## src/rtl/wbgpio_padctl_if.sv

```systemverilog
// Pipelined Wishbone slave bundle for the GPIO/pad controller.
interface wbgpio_padctl_if;
  logic        wb_cyc;
  logic        wb_stb;
  logic        wb_we;
  logic [1:0]  wb_addr;
  logic [31:0] wb_wdata;
  logic        wb_ack;
  logic        wb_stall;
  logic [31:0] wb_rdata;

  modport master (
    output wb_cyc, wb_stb, wb_we, wb_addr, wb_wdata,
    input  wb_ack, wb_stall, wb_rdata
  );

  modport slave (
    input  wb_cyc, wb_stb, wb_we, wb_addr, wb_wdata,
    output wb_ack, wb_stall, wb_rdata
  );
endinterface

```

## src/rtl/wbgpio_padctl.sv

```systemverilog
// GPIO/pad controller: per-pin mode (input, push-pull, open-drain), input
// synchronisers, sticky change flags with a maskable interrupt, and a
// pipelined Wishbone register interface. Pad tristate buffers live outside.
module wbgpio_padctl #(
  parameter int          NPINS        = 16,
  parameter int          SYNC_STAGES  = 2,
  parameter logic [15:0] DEFAULT_OUT  = 16'hffff,
  parameter logic [31:0] DEFAULT_MODE = 32'h0
) (
  input  logic             i_clk,
  input  logic             i_rst,
  wbgpio_padctl_if.slave   wb,
  input  logic [NPINS-1:0] i_pad_in,
  output logic [NPINS-1:0] o_pad_out,
  output logic [NPINS-1:0] o_pad_oe,
  output logic             o_int
);

  localparam logic [2:0] STARTUP_CNT = 3'(SYNC_STAGES + 1);

  logic [NPINS-1:0]   sync_q [SYNC_STAGES];
  logic [NPINS-1:0]   prev_q;
  logic [NPINS-1:0]   sync_in;
  logic [NPINS-1:0]   change;
  logic [2:0]         cnt_q;

  logic [NPINS-1:0]   out_q,  out_d;
  logic [2*NPINS-1:0] mode_q, mode_d;
  logic [NPINS-1:0]   stat_q, stat_d;
  logic [NPINS-1:0]   ien_q,  ien_d;
  logic [NPINS-1:0]   stat_clr;
  logic               int_q;
  logic               ack_q;
  logic [31:0]        rdata_q, rdata_d;
  logic [31:0]        rd_mux;
  logic               acc, wr;

  assign sync_in = sync_q[SYNC_STAGES-1];
  assign change  = sync_in ^ prev_q;
  assign acc     = wb.wb_cyc & wb.wb_stb;
  assign wr      = acc & wb.wb_we;

  // Input synchroniser chain, previous-value flop and startup mask counter.
  always_ff @(posedge i_clk) begin
    if (i_rst) begin
      for (int k = 0; k < SYNC_STAGES; k++) sync_q[k] <= '0;
      prev_q <= '0;
      cnt_q  <= STARTUP_CNT;
    end else begin
      sync_q[0] <= i_pad_in;
      for (int k = 1; k < SYNC_STAGES; k++) sync_q[k] <= sync_q[k-1];
      prev_q <= sync_in;
      if (cnt_q != 3'd0) cnt_q <= cnt_q - 3'd1;
    end
  end

  // Read mux over the register map; unused bits read as zero.
  always_comb begin
    rd_mux = '0;
    case (wb.wb_addr)
      2'd0: rd_mux[NPINS-1:0]   = sync_in;
      2'd1: rd_mux[2*NPINS-1:0] = mode_q;
      2'd2: rd_mux[NPINS-1:0]   = stat_q;
      default: rd_mux[NPINS-1:0] = ien_q;
    endcase
  end

  // Register next-state: bus writes, sticky flags (set wins over clear).
  always_comb begin
    out_d    = out_q;
    mode_d   = mode_q;
    ien_d    = ien_q;
    stat_clr = '0;
    if (wr) begin
      case (wb.wb_addr)
        2'd0: out_d = (out_q & ~wb.wb_wdata[16 +: NPINS]) |
                      (wb.wb_wdata[NPINS-1:0] & wb.wb_wdata[16 +: NPINS]);
        2'd1: mode_d   = wb.wb_wdata[2*NPINS-1:0];
        2'd2: stat_clr = wb.wb_wdata[NPINS-1:0];
        default: ien_d = wb.wb_wdata[NPINS-1:0];
      endcase
    end
    stat_d  = (stat_q & ~stat_clr) | ((cnt_q == 3'd0) ? change : '0);
    rdata_d = acc ? rd_mux : rdata_q;
  end

  // Register state, bus response and registered interrupt.
  always_ff @(posedge i_clk) begin
    if (i_rst) begin
      out_q   <= DEFAULT_OUT[NPINS-1:0];
      mode_q  <= DEFAULT_MODE[2*NPINS-1:0];
      stat_q  <= '0;
      ien_q   <= '0;
      int_q   <= 1'b0;
      ack_q   <= 1'b0;
      rdata_q <= '0;
    end else begin
      out_q   <= out_d;
      mode_q  <= mode_d;
      stat_q  <= stat_d;
      ien_q   <= ien_d;
      int_q   <= |(stat_q & ien_q);
      ack_q   <= acc;
      rdata_q <= rdata_d;
    end
  end

  // Pad drive decode; open-drain only ever drives low.
  always_comb begin
    o_pad_out = '0;
    o_pad_oe  = '0;
    for (int i = 0; i < NPINS; i++) begin
      case (mode_q[2*i +: 2])
        2'b01: begin
          o_pad_oe[i]  = 1'b1;
          o_pad_out[i] = out_q[i];
        end
        2'b10: begin
          o_pad_oe[i]  = ~out_q[i];
          o_pad_out[i] = 1'b0;
        end
        default: begin
          o_pad_oe[i]  = 1'b0;
          o_pad_out[i] = out_q[i];
        end
      endcase
    end
  end

  assign o_int       = int_q;
  assign wb.wb_ack   = ack_q;
  assign wb.wb_stall = 1'b0;
  assign wb.wb_rdata = rdata_q;

endmodule
```

## src/flat_wrapper.sv

```systemverilog
// flat-port wrapper written by rule: the top's interface ports become plain ports
module wbgpio_padctl_flat 
#(
  parameter int          NPINS        = 16,
  parameter int          SYNC_STAGES  = 2,
  parameter logic [15:0] DEFAULT_OUT  = 16'hffff,
  parameter logic [31:0] DEFAULT_MODE = 32'h0
)
  (i_clk, i_rst, i_pad_in, o_pad_out, o_pad_oe, o_int, wb_wb_cyc, wb_wb_stb, wb_wb_we, wb_wb_addr, wb_wb_wdata, wb_wb_ack, wb_wb_stall, wb_wb_rdata);
  wbgpio_padctl_if wb_i ();
  input  logic i_clk;
  input  logic i_rst;
  input  logic [NPINS-1:0] i_pad_in;
  output logic [NPINS-1:0] o_pad_out;
  output logic [NPINS-1:0] o_pad_oe;
  output logic o_int;
  input wire logic [$bits(wb_i.wb_cyc)-1:0] wb_wb_cyc;
  input wire logic [$bits(wb_i.wb_stb)-1:0] wb_wb_stb;
  input wire logic [$bits(wb_i.wb_we)-1:0] wb_wb_we;
  input wire logic [$bits(wb_i.wb_addr)-1:0] wb_wb_addr;
  input wire logic [$bits(wb_i.wb_wdata)-1:0] wb_wb_wdata;
  output wire logic [$bits(wb_i.wb_ack)-1:0] wb_wb_ack;
  output wire logic [$bits(wb_i.wb_stall)-1:0] wb_wb_stall;
  output wire logic [$bits(wb_i.wb_rdata)-1:0] wb_wb_rdata;
  assign wb_i.wb_cyc = wb_wb_cyc;
  assign wb_i.wb_stb = wb_wb_stb;
  assign wb_i.wb_we = wb_wb_we;
  assign wb_i.wb_addr = wb_wb_addr;
  assign wb_i.wb_wdata = wb_wb_wdata;
  assign wb_wb_ack = wb_i.wb_ack;
  assign wb_wb_stall = wb_i.wb_stall;
  assign wb_wb_rdata = wb_i.wb_rdata;
  wbgpio_padctl #(.NPINS(NPINS), .SYNC_STAGES(SYNC_STAGES), .DEFAULT_OUT(DEFAULT_OUT), .DEFAULT_MODE(DEFAULT_MODE)) u_core (.i_clk(i_clk), .i_rst(i_rst), .wb(wb_i), .i_pad_in(i_pad_in), .o_pad_out(o_pad_out), .o_pad_oe(o_pad_oe), .o_int(o_int));
endmodule
```

## config.mk

```make
export PLATFORM = sky130hd
export DESIGN_NAME = wbgpio_padctl_flat
export DESIGN_NICKNAME = d
export VERILOG_FILES = /design/src/rtl/wbgpio_padctl_if.sv /design/src/rtl/wbgpio_padctl.sv /design/src/flat_wrapper.sv
export SDC_FILE = /design/constraint.sdc
export NUM_CORES = 1
export LEC_CHECK = 0
export ABC_CLOCK_PERIOD_IN_PS = 1900
export CAP_MARGIN = 20
export CORE_MARGIN = 2
export CORE_UTILIZATION = 53
export DETAILED_ROUTE_END_ITERATION = 12
export PLACE_DENSITY_LB_ADDON = 0.25
export SLEW_MARGIN = 25
export SYNTH_ARGS = -nofsm -noshare
export SYNTH_HDL_FRONTEND = slang
export SYNTH_SLANG_ARGS = --single-unit
export TNS_END_PERCENT = 30
```

## constraint.sdc

```tcl
create_clock -name i_clk -period 1.9 [get_ports i_clk]
set_input_delay 0.38 -clock i_clk [delete_from_list [all_inputs] [get_ports i_clk]]
set_output_delay 0.38 -clock i_clk [all_outputs]
set_load 0.005 [all_outputs]
```

==> flow_summary.json <==
{
  "p_total_w": 0.00750,
  "synth-async-reset-ratio": 0,
  "cp.arrival_ns": 1.50,
  "setup_viol": 0,
  "cp-startpoint": "u_core.mode_q[20]$_SDFFE_PP0P_",
  "wl_per_cell_um": 16.6,
  "cp.depth": 5,
  "cts_made_buffers": 17,
  "cp.required_ns": 1.52,
  "nNetsFinal": 971,
  "rsz0062_at_grt": "true",
  "firstDrtPassIters": 5,
  "synth_edf_count": 0,
  "cp_max_fo": 2,
  "leakagePower_nw": 3.32,
  "synth_nets": 850,
  "gp_congestion": 0.830,
  "overflow": 0,
  "wl_mm": 17.7,
  "hold_start": "i_rst",
  "yosysWarnings": 0,
  "nFillCells": 985,
  "path_clk_slew_ns": 0.06,
  "yosysSeqAreaShare": 0.482,
  "cpPeakStageDelay_ns": 0.34,
  "synth_top_cell_area_share": 0.482,
  "path_cells": "inv_1 > ha_1 > a21oi_2 > nor2_2 > dlygate4sd2_1",
  "initial_core_util": 0.543,
  "synth_ff_type": "dfxtp_1",
  "grtUsageTotal": 0.258,
  "rows": 41,
  "crit_family": "flip-flops",
  "r2r_end": "u_core.stat_q[1]$_SDFF_PP0_",
  "synthDistinctLibCells": 32,
  "die_h_um": 118,
  "r2r-start": "u_core.cnt_q[0]$_SDFFE_PP1N_",
  "synth.area.top_cells": "dfxtp_1 48%, nand2_1 7.1%, a21oi_1 7.0%",
  "core_um2": 12600,
  "multi_input_area_um2": 3230,
  "vias_per_cell": 5.46,
  "ff_latch_area_um2": 3350,
  "synthCells": 761,
  "crit_type": "reg2out",
  "slew_violations": 0,
  "fin_skew_ns": 0.00583,
  "yosysTopAreaCell": "dfxtp_1",
  "syn_to_final_growth_pct": 32.0,
  "drt_iter0_drc": 440,
  "p_per_area_nw_per_um2": 828,
  "outcome": "completed",
  "htreeDepth": 4,
  "clock.fmax_mhz": 531,
  "fp.dieArea_um2": 13900,
  "yosysMostFrequentCell": "dfxtp_1",
  "synth_area_um2": 6860,
  "fin_util": 0.717,
  "fin_crit_ns": 1.88,
  "hold_path_depth": 2,
  "drive_gt1_frac": 0.156,
  "synth_area_per_cell_um2": 9.01,
  "startpoint_type": "register",
  "ant_nets": 0,
  "rr_worst_depth": 6,
  "first_global_vias": 5901,
  "holdWs_ns": 0.287,
  "maxCapViolations": 0,
  "hold_viol": 0,
  "timing.final.crit_share": 0.991,
  "route.detailed.drc": 0,
  "grt_pass1_wl_mm": 28.6,
  "whs_endpoint": "u_core.mode_q[2]$_SDFFE_PP0P_",
  "grt_max_degree": 54,
  "crit_buf_inv": 2,
  "root_buffer": "clkbuf_16",
  "num_antenna_cells": 0,
  "relSlewSlack": 0.510,
  "tightest_slew_ns": 0.735,
  "cts_tree": "yes",
  "cts.path.max_buffers": 2,
  "ioPinCount": 122,
  "antenna_found_initial": 0,
  "hp-class": "in2reg",
  "vias": 5830,
  "clock_latency_ns": 0.43,
  "hpwl_mm": 11.9,
  "endpoint_kind": "output port",
  "crit_slowest_cell": "dfxtp_2",
  "synth_common_cells": "165 x dfxtp_1, 130 x nand2_1, 96 x a21oi_1",
  "io_buffers": 120,
  "clkSinkCount": 165,
  "peakVddDrop_mv": 0.563,
  "rrSetupSlack_ns": 0.53,
  "die_width_um": 118,
  "ys_ff_latch": 165
}
-- what timing repair did --
| item | CTS | global route |
|---|---|---|
| cloned | 0 | 0 |
| hold buffers | 0 | 0 |
| setup buffers | 6 | 1 |
| resized for setup | 65 | 35 |
| setup endpoints to repair | 32 | 17 |
| pin swaps | 5 | 8 |
-- cell families (layout without fill, tap and decap cells) --
logic type,Yosys count,in the layout,share of synthesized area
AND/OR/NAND/NOR,260,260,0.168
AO/OA/AOI/OAI,170,170,0.152
flip-flops,165,165,0.482
buffers and inverters,97,231,0.0602
adder cells (fa/ha/maj),34,34,0.0620
XOR/XNOR,17,17,0.0217
multiplexers,17,17,0.0540
other,1,1,0.000547
-- flip-flops by register name (all words and copies together), names as in the netlist, named ones only --
register            flops
u_core.o_int            1
u_core.stat_q          16
u_core.prev_q          16
u_core.mode_q          32
u_core.sync_q          32
u_core.wb.wb_ack        1
u_core.ien_q           16
u_core.cnt_q            3
u_core.wb.wb_rdata     32
-- area by class of cell --
type	count	area share
Sequential cell	165	0.370
Multi-Input combinational cell	499	0.357
Timing Repair Buffer	149	0.164
Clock buffer	21	0.0498
Tap cell	172	0.0238
Inverter	50	0.0207
Clock inverter	11	0.0138
-- power breakdown --
part	leakage, nW	internal [W]	switching [W]
Combinational	1.69	0.000272	0.000281
Sequential	1.36	0.00354	0.0000528
Clock	0.278	0.00197	0.00138
Total	3.32	0.00578	0.00171
-- how the worst max path moves through the flow --
stage,to,slack [ns]
6_report,o_pad_oe[10],0.02
3_3_place_gp,u_core.wb.wb_rdata[28]$_SDFFE_PP0P_,-0.31
4_1_cts,o_pad_oe[1],-0.22
2_1_floorplan,u_core.stat_q[10]$_SDFF_PP0_,0.40
5_1_grt,o_pad_oe[9],-0.03
3_5_place_dp,register,-0.19
-- cells in the final DEF, fill, tap and decap left out, types with 2 or more instances in the layout --
cell             Yosys  layout
ha_1                34      21
clkbuf_16            0      17
inv_1               50      50
inv_6                0       2
nor2b_1             48      48
dlygate4sd2_1        0      25
or2_1                2       2
nor2_1              69      62
clkdlybuf4s15_1      0       2
ha_2                 0      13
nor2_2               0       7
dfxtp_4              0       4
o2bb2ai_1           16      16
xnor2_1             17      17
nand2b_1             4       4
a21oi_2              0      10
a22o_1               3       3
a31oi_1             17      17
a221oi_1             3       3
clkdlybuf4s50_1      0      87
a22oi_1             18      18
clkbuf_1            25       3
nand2_1            130     130
mux4_2              16      16
buf_12               0       8
a21oi_1             96      86
clkinvlp_4           0       2
clkinv_2             0       3
buf_4                7      22
dfxtp_2              0      26
dlymetal6s2s_1       0       3
clkinv_4             0       2
a211oi_1            16      16
bufinv_16            0       2
dfxtp_1            165     135
-- metrics by stage --
step | TNS [ns] | instance area, um2 | setup slack (ns) | cells
global route | -0.0539 | 9050 | -0.0307 | 1067
detailed placement | -10.46 | 8320 | -0.189 | 1028
CTS | -0.545 | 8970 | -0.224 | 1066
global placement | -11.54 | 8320 | -0.314 | 1028
floorplan | 0 | 6860 | 0.403 | 761
finish | 0 | 9050 | 0.0167 | 1067
-- worst reg2reg max path, cell delays in order (launching register included) --
cell       delay (ns)
dfxtp_1          0.32
inv_1            0.08
ha_1             0.17
nand2b_1         0.12
or2_1            0.22
buf_4            0.21
o2bb2ai_1        0.17
-- layer usage --
metal,GRT usage,wire [um],up-vias
met5,0,0,-
li1,-,-,2774
met3,0.0475,978,35
met1,0.314,7310,2801
met2,0.449,8970,220
met4,0.109,426,0
(Power assumes the default switching activity.)
